$ cat src/rtl/fp_mult_arbiter.sv
// Round-robin front end for one shared single-precision multiplier: picks one
// requester per cycle, registers its operands and carries its ID to the product.
module fp_mult_arbiter #(
  parameter int N       = 4,
  parameter int MUL_LAT = 1,
  parameter int IDW     = (N > 1) ? $clog2(N) : 1
) (
  input  logic              clk,
  input  logic              rst_n,
  input  logic              en,
  input  logic [N-1:0]      req_valid,
  input  logic [32*N-1:0]   req_a,
  input  logic [32*N-1:0]   req_b,
  output logic [N-1:0]      req_ready,
  output logic [31:0]       mul_dataa,
  output logic [31:0]       mul_datab,
  input  logic [31:0]       mul_result,
  output logic              rsp_valid,
  output logic [IDW-1:0]    rsp_id,
  output logic [31:0]       rsp_data,
  output logic [31:0]       op_count
);

  // Handshake: requester i transfers an operand pair in any cycle where
  // req_valid[i] && req_ready[i]. req_valid must not depend on req_ready and
  // must hold, with its operands, until that cycle. rsp_valid has no ready.

  logic [IDW-1:0] rr_ptr_q, rr_ptr_d;
  logic [31:0]    dataa_q, dataa_d;
  logic [31:0]    datab_q, datab_d;
  logic [31:0]    op_count_q, op_count_d;
  logic           iss_vld_q, iss_vld_d;
  logic [IDW-1:0] iss_id_q, iss_id_d;
  logic [MUL_LAT-1:0] pipe_vld_q, pipe_vld_d;
  logic [IDW-1:0]     pipe_id_q [MUL_LAT];
  logic [IDW-1:0]     pipe_id_d [MUL_LAT];
  logic           rsp_valid_q, rsp_valid_d;
  logic [IDW-1:0] rsp_id_q, rsp_id_d;
  logic [31:0]    rsp_data_q, rsp_data_d;

  logic [N-1:0]   grant;
  logic [IDW-1:0] grant_idx;
  logic           grant_any;
  logic [31:0]    sel_a;
  logic [31:0]    sel_b;
  int             cand;
  logic [IDW-1:0] cand_idx;

  // Search starts just after the last winner, so the last winner ranks lowest.
  always_comb begin
    grant     = '0;
    grant_idx = rr_ptr_q;
    grant_any = 1'b0;
    cand      = 0;
    cand_idx  = '0;
    for (int k = 1; k <= N; k++) begin
      cand = int'(rr_ptr_q) + k;
      if (cand >= N) cand = cand - N;
      cand_idx = IDW'(cand);
      if (en && !grant_any && req_valid[cand_idx]) begin
        grant[cand_idx] = 1'b1;
        grant_idx       = cand_idx;
        grant_any       = 1'b1;
      end
    end
  end

  always_comb begin
    sel_a = '0;
    sel_b = '0;
    for (int i = 0; i < N; i++) begin
      if (grant[i]) begin
        sel_a = req_a[32*i +: 32];
        sel_b = req_b[32*i +: 32];
      end
    end
  end

  always_comb begin
    rr_ptr_d   = rr_ptr_q;
    dataa_d    = dataa_q;
    datab_d    = datab_q;
    op_count_d = op_count_q;
    iss_vld_d  = grant_any;
    iss_id_d   = grant_idx;
    if (grant_any) begin
      rr_ptr_d   = grant_idx;
      dataa_d    = sel_a;
      datab_d    = sel_b;
      op_count_d = op_count_q + 32'd1;
    end
  end

  // Tag shift register mirrors the multiplier depth and never stalls.
  always_comb begin
    pipe_vld_d    = '0;
    pipe_id_d     = pipe_id_q;
    pipe_vld_d[0] = iss_vld_q;
    pipe_id_d[0]  = iss_id_q;
    for (int i = 1; i < MUL_LAT; i++) begin
      pipe_vld_d[i] = pipe_vld_q[i-1];
      pipe_id_d[i]  = pipe_id_q[i-1];
    end
  end

  always_comb begin
    rsp_valid_d = pipe_vld_q[MUL_LAT-1];
    rsp_id_d    = rsp_id_q;
    rsp_data_d  = rsp_data_q;
    if (pipe_vld_q[MUL_LAT-1]) begin
      rsp_id_d   = pipe_id_q[MUL_LAT-1];
      rsp_data_d = mul_result;
    end
  end

  always_ff @(posedge clk or negedge rst_n) begin
    if (!rst_n) begin
      rr_ptr_q    <= IDW'(N - 1);
      dataa_q     <= '0;
      datab_q     <= '0;
      op_count_q  <= '0;
      iss_vld_q   <= 1'b0;
      iss_id_q    <= '0;
      pipe_vld_q  <= '0;
      for (int i = 0; i < MUL_LAT; i++) pipe_id_q[i] <= '0;
      rsp_valid_q <= 1'b0;
      rsp_id_q    <= '0;
      rsp_data_q  <= '0;
    end else begin
      rr_ptr_q    <= rr_ptr_d;
      dataa_q     <= dataa_d;
      datab_q     <= datab_d;
      op_count_q  <= op_count_d;
      iss_vld_q   <= iss_vld_d;
      iss_id_q    <= iss_id_d;
      pipe_vld_q  <= pipe_vld_d;
      for (int i = 0; i < MUL_LAT; i++) pipe_id_q[i] <= pipe_id_d[i];
      rsp_valid_q <= rsp_valid_d;
      rsp_id_q    <= rsp_id_d;
      rsp_data_q  <= rsp_data_d;
    end
  end

  assign req_ready = grant;
  assign mul_dataa = dataa_q;
  assign mul_datab = datab_q;
  assign op_count  = op_count_q;
  assign rsp_valid = rsp_valid_q;
  assign rsp_id    = rsp_id_q;
  assign rsp_data  = rsp_data_q;

endmodule

$ cat config.mk
export PLATFORM = sky130hd
export DESIGN_NAME = fp_mult_arbiter
export DESIGN_NICKNAME = d
export VERILOG_FILES = /design/src/rtl/fp_mult_arbiter.sv
export SDC_FILE = /design/constraint.sdc
export NUM_CORES = 1
export LEC_CHECK = 0
export BUFFER_PORTS_ARGS = -buffer_cell sky130_fd_sc_hd__buf_4
export CAP_MARGIN = 40
export CORE_AREA = 3 3 166 168
export DETAILED_ROUTE_END_ITERATION = 6
export DIE_AREA = 0 0 169 171
export HOLD_SLACK_MARGIN = 0.02
export PLACE_DENSITY_LB_ADDON = 0.05
export SYNTH_ARGS = -nofsm -noshare
export SYNTH_HDL_FRONTEND = slang
export SYNTH_SLANG_ARGS = --single-unit
$ cat constraint.sdc
create_clock -name clk -period 6.5 [get_ports clk]
set_clock_uncertainty 0.05 [all_clocks]
set_input_delay 0.65 -clock clk [delete_from_list [all_inputs] [get_ports clk]]
set_output_delay 0.65 -clock clk [all_outputs]
set_load 0.01 [all_outputs]
After elaboration in Yosys (flattened, before gate mapping)
Index checks and enable logic that the tools add are counted.
{"block": "word_totals", "ff_bits": 139, "inputBits": 295, "output_inout_bits": 135, "wordCells": 89}
{"block": "op_classes", "n_addsub": 9, "n_lt_le_gt_ge": 12, "mux": 40, "bitwise": 3, "n_reduce_logical": 14}
{"operator": "$mux W32", "n": 8}
{"operator": "$add A32 B1 Y32 const B", "n": 1}
{"operator": "$mux W2", "n": 8}
{"operator": "$mux W4", "n": 4}
{"operator": "$lt A2 B3 Y1 const B", "n": 4}
{"operator": "$mux W1", "n": 12}
{"operator": "$or A4 B4 Y4", "n": 3}
{"operator": "$logic_and A1 B1 Y1", "n": 11}
{"operator": "$ge A3 B3 Y1 const B", "n": 3}
{"operator": "$bmux W1 S2", "n": 4}
{"operator": "$demux W1 S2", "n": 4}
{"operator": "$ge A2 B1 Y1 const B", "n": 4}
{"operator": "$sub A2 B1 Y2 const B", "n": 4}
{"operator": "$add A2 B2 Y3 const B", "n": 2}
{"operator": "$add A2 B3 Y4 const B", "n": 1}
{"operator": "$ge A4 B3 Y1 const B", "n": 1}
{"operator": "$add A2 B1 Y3 const B", "n": 1}
{"operator": "$logic_not A1 Y1", "n": 3}

Depth between registers and ports, before layout
{"block": "depth", "depth_word": 23, "ltp_mapped": 14, "depth_no_buf": 9}

Worst setup path before layout
OpenSTA, ideal clock, no wires.
{"block": "synth_path", "kind": "register -> output", "start": "reg rr_ptr_q[0]", "end": "out req_ready[2]", "arrival_time_ns": 2.832, "required_ns": 5.800, "slack_ns": 2.968, "path_stages_with_launch": 12, "path_buffers": 4, "cell_sequence": "dfstp_2 -> buf_6 -> inv_1 -> ha_1 -> clkbuf_1 -> mux4_2 -> nor2b_4 -> and2_1 -> a222oi_1 -> buf_2 -> buf_2 -> inv_1"}
{"block": "synth_between", "elab_chain_len": 19, "word_cells_on_any_way": 64, "cone_classes": "8 x add/sub; 12 x order compare; 27 x mux; 3 x bitwise; 14 x reduce/logical"}
{"element": "start: declaration", "line_no": "28", "rtl": "logic [IDW-1:0] rr_ptr_q, rr_ptr_d;"}
{"element": "start signal: assignment", "line_no": "118", "rtl": "rr_ptr_q <= IDW'(N - 1);"}
{"element": "start signal: assignment", "line_no": "130", "rtl": "rr_ptr_q <= rr_ptr_d;"}
{"element": "branches (longest 18 deep; another with $add A2 B1 Y3)"}
{"element": "$mux W4 (*)", "line_no": "60", "rtl": "if (en && !grant_any && req_valid[cand_idx]) begin"}
{"element": "end: declaration", "line_no": "14", "rtl": "output logic [N-1:0] req_ready,"}
Mark *: on every way between the ends. The select of a mux whose other input is x is not followed.

Final worst setup path
Same ends and word-level chain as after synthesis.

==> results.yml <==
outcome:
  outcome: "finished, final reports clean"
synthesis:
  synth.distinct_cells: 39
  synth_seq_cells: 139
  synth-warning-count: 0
  netlist_area_um2: 7340
  netlist.top_cell.by_area: "sky130_fd_sc_hd__dfrtp_1"
  synth_top_area_share_pct: 46.7
  post_synth_main_area_contributors: "sky130_fd_sc_hd__dfrtp_1, sky130_fd_sc_hd__a41oi_1, sky130_fd_sc_hd__nand2b_1, sky130_fd_sc_hd__mux2_2, sky130_fd_sc_hd__o22ai_1"
  mappedNetlistNets: 1016
  syn_avg_cell_area_um2: 10.3
  syn_inst: 713
  post_synthesis_sequential_area_ratio_pct: 47.4
power:
  ir_worst_vdd_mv: 0.278
  share_comb_of_total_power_pct: 51.8
  leakage_power_of_the_design_uw: 0.00512
  proportion_of_power_drawn_by_the_clock_network_pct: 19.4
  power-per-cell-area_nw_per_um2: 431
  p_int_uw: 2850
  switchingPower_uw: 2060
  post-layout-total-power_uw: 4920
  seq_power_share_pct: 28.8
  swShare_pct: 42.0
drt:
  drtAntennaViolNets: 0
  first_pass_iters: 5
  routed-via-count: 7717
  first_iter_violations: 454
  drc: 0
  drt-wirelength-per-cell_um: 22.1
  drt_wl_total_um: 32100
  avgViaCountPerCell: 5.31
placed_design:
  place.detailed.hpwl_um: 22900
  gp_congestion: 0.809
  io_buffers: 429
layout:
  fillers: 2629
  area.growth.synth_to_final_pct: 55.3
  final_stage_net_count: 1407
  multi_input_comb_area_um2: 3500
  drive_above_1_share_pct: 46.9
  layout_commonest_cell: "sky130_fd_sc_hd__buf_4"
  most-common-layout-cells: "sky130_fd_sc_hd__buf_4, sky130_fd_sc_hd__dfrtp_1, sky130_fd_sc_hd__nand3_1"
  seq_area_um2: 3480
global_route:
  grt_pass1_vias: 8018
  grt_max_degree: 194
  initial_antenna_violation_count: 1
  globalRoute.totalOverflow: 0
  grt_pass1_wl_um: 47900
  grt_usage_pct: 21.3
setup_path:
  worst_r2r_path_depth: 10
  critPathArrivalTime_ps: 3720
  cp_max_fo: 193
  cp_data_required_time_ps: 5800
  cp_common_cell: "sky130_fd_sc_hd__inv_1"
  crit_type: "register to primary output"
  cp-start-kind: "register"
  critical_path.slowest_cell: "sky130_fd_sc_hd__dfstp_2"
  critical_path.endpoint_type: "primary output"
  crit_path_cell_trace: "inv_1, ha_1, mux4_2, nor2b_4, and2_1, a222oi_1, buf_12, inv_1, buf_4"
  critical-path-max-stage-delay_ps: 720
  r2r_slack_ps: 2350
sta:
  clock.fmax_mhz: 226
  slew_at_the_pin_closest_to_its_max_slew_limit_ps: 975
  slew_headroom_pct: 35.0
  rsz_0062_raised_after_global_routing: "false"
  slew_violations: 0
  post_route_setup_tns_ps: 0
  hold_viol_final: 0
  timing.final.crit_period_ps: 4420
  layout_worst_path_cycle_share_pct: 68.0
  setup_viol_count_final: 0
clock_network:
  clock-root-buffer: "sky130_fd_sc_hd__clkbuf_16"
  clk_latency_ps: 430
  clk_path_buf_depth: 2
  clk_transition_reported_paths_ps: 70
  tritoncts: "yes"
  cts.htree.levels: 4
  clock-sinks: 139
  cts_setup_buffers: 0
  numCtsBuffers: 17
die:
  overall_die_width_um: 169
  floorplan.initialDensity_pct: 28.2
  num_io_pins: 430
  floorplan.die_area_um2: 28900
  fp.dieH_um: 171
  core_region_area_um2: 26100
  floorplan.rows: 59
worst_hold_path:
  timing.hold.worst.class: "register to register"
  timing.hold.worst_path_depth: 0
job:
  maxCapViolations: 0
kinds of logic after synthesis:
kind of cell             count (synthesis)  share of synthesized area [%]
AO/OA/AOI/OAI                          205                           19.9
AND/OR/NAND/NOR                        204                           15.5
flip-flops                             139                           47.4
buffers and inverters                   82                           4.91
multiplexers                            42                           7.04
XOR/XNOR                                33                           3.94
adder cells (fa/ha/maj)                  8                           1.36
stage by stage:
stage	util (%)	instances	area, um2	setup WS (ps)	hold slack (ps)
5_1_grt	43.8	1453	11400	1670	309
3_5_place_dp	41.5	1419	10800	2350	285
4_1_cts	43.8	1452	11400	1900	300
3_3_place_gp	41.3	1416	10800	2210	283
2_1_floorplan	-	713	7340	2970	281
6_report	43.8	1453	11400	2080	299
cells in the mapped netlist, drive strengths merged:
cell type	number
o32ai	1
xor2	14
nor4	1
clkbuf	40
xnor2	19
nand2b	68
a31oi	64
a222oi	2
nor2b	2
nor2	7
mux2i	1
o41a	1
dfstp	2
o22ai	65
o21ai	6
nand3b	1
mux2	37
nand2	15
or4	1
and3	4
a221o	2
or2	1
and2	3
nand4	10
and4	4
nand3	79
a41oi	64
nor3	7
ha	8
nor4bb	1
dfrtp	137
buf	33
mux4	4
inv	9
what timing repair did:
action / CTS / global route
resized for setup: 0 / 0
setup endpoints to repair: 0 / 0
endpoints found under the hold margin: 6 / 0
hold buffers: 1 / 0
power by group through the flow:
stage,clock [uW],sequential (uW),combinational (uW)
2_1_floorplan,0,1520,1370
3_3_place_gp,0,1430,2540
3_5_place_dp,0,1430,2580
4_1_cts,983,1420,2580
5_1_grt,1020,1470,2780
6_report,954,1420,2540
worst max-delay path, delay by kind of cell, from the launching register on:
kind,cells,cell delay (ps)
buffers and inverters,4,850
DFF,1,720
adders and majority gates,1,450
AOI/OAI and AO/OA,1,450
muxes,1,390
and+or+nand+nor,2,360
layout make-up:
cell class | count | share of cell area (%)
sequential | 139 | 30.5
tap | 335 | 3.68
clock buffer | 18 | 3.85
antenna | 1 | 0.0219
timing repair buffer | 445 | 29.8
multi-input combinational | 492 | 30.7
clock inverter | 14 | 1.11
inverter | 9 | 0.296
sequential cells by signal, summed over array words and instances, names as in the netlist, 2 cells and up:
signal / count
mul_dataa: 32
mul_datab: 32
op_count: 32
rsp_data: 32
iss_id_q: 2
pipe_id_q: 2
rr_ptr_q: 2
rsp_id: 2
routing by layer:
| metal | global-route usage, % | share of wire, % | routed length [um] |
|---|---|---|---|
| met2 | 35.7 | 49 | 15700 |
| met1 | 26.3 | 40 | 13000 |
| met5 | 0 | 0 | 0 |
| met4 | 7.06 | 2.2 | 715 |
| met3 | 6.79 | 8.6 | 2760 |
final timing paths:
| kind | start | to |
|---|---|---|
| worst max-delay path | rr_ptr_q[0]$_DFFE_PN1P_ | req_ready[2] |
| worst min-delay path | iss_id_q[0]$_DFF_PN0_ | pipe_id_q[0]$_DFF_PN0_ |
| worst max register to register | rr_ptr_q[0]$_DFFE_PN1P_ | mul_datab[14]$_DFFE_PN0P_ |
| worst min register to register | iss_id_q[0]$_DFF_PN0_ | pipe_id_q[0]$_DFF_PN0_ |
| max in group asynchronous | rst_n | op_count[8]$_DFFE_PN0P_ |
| min in group asynchronous | rst_n | op_count[25]$_DFFE_PN0P_ |
Power figures use the tool's default switching activity.
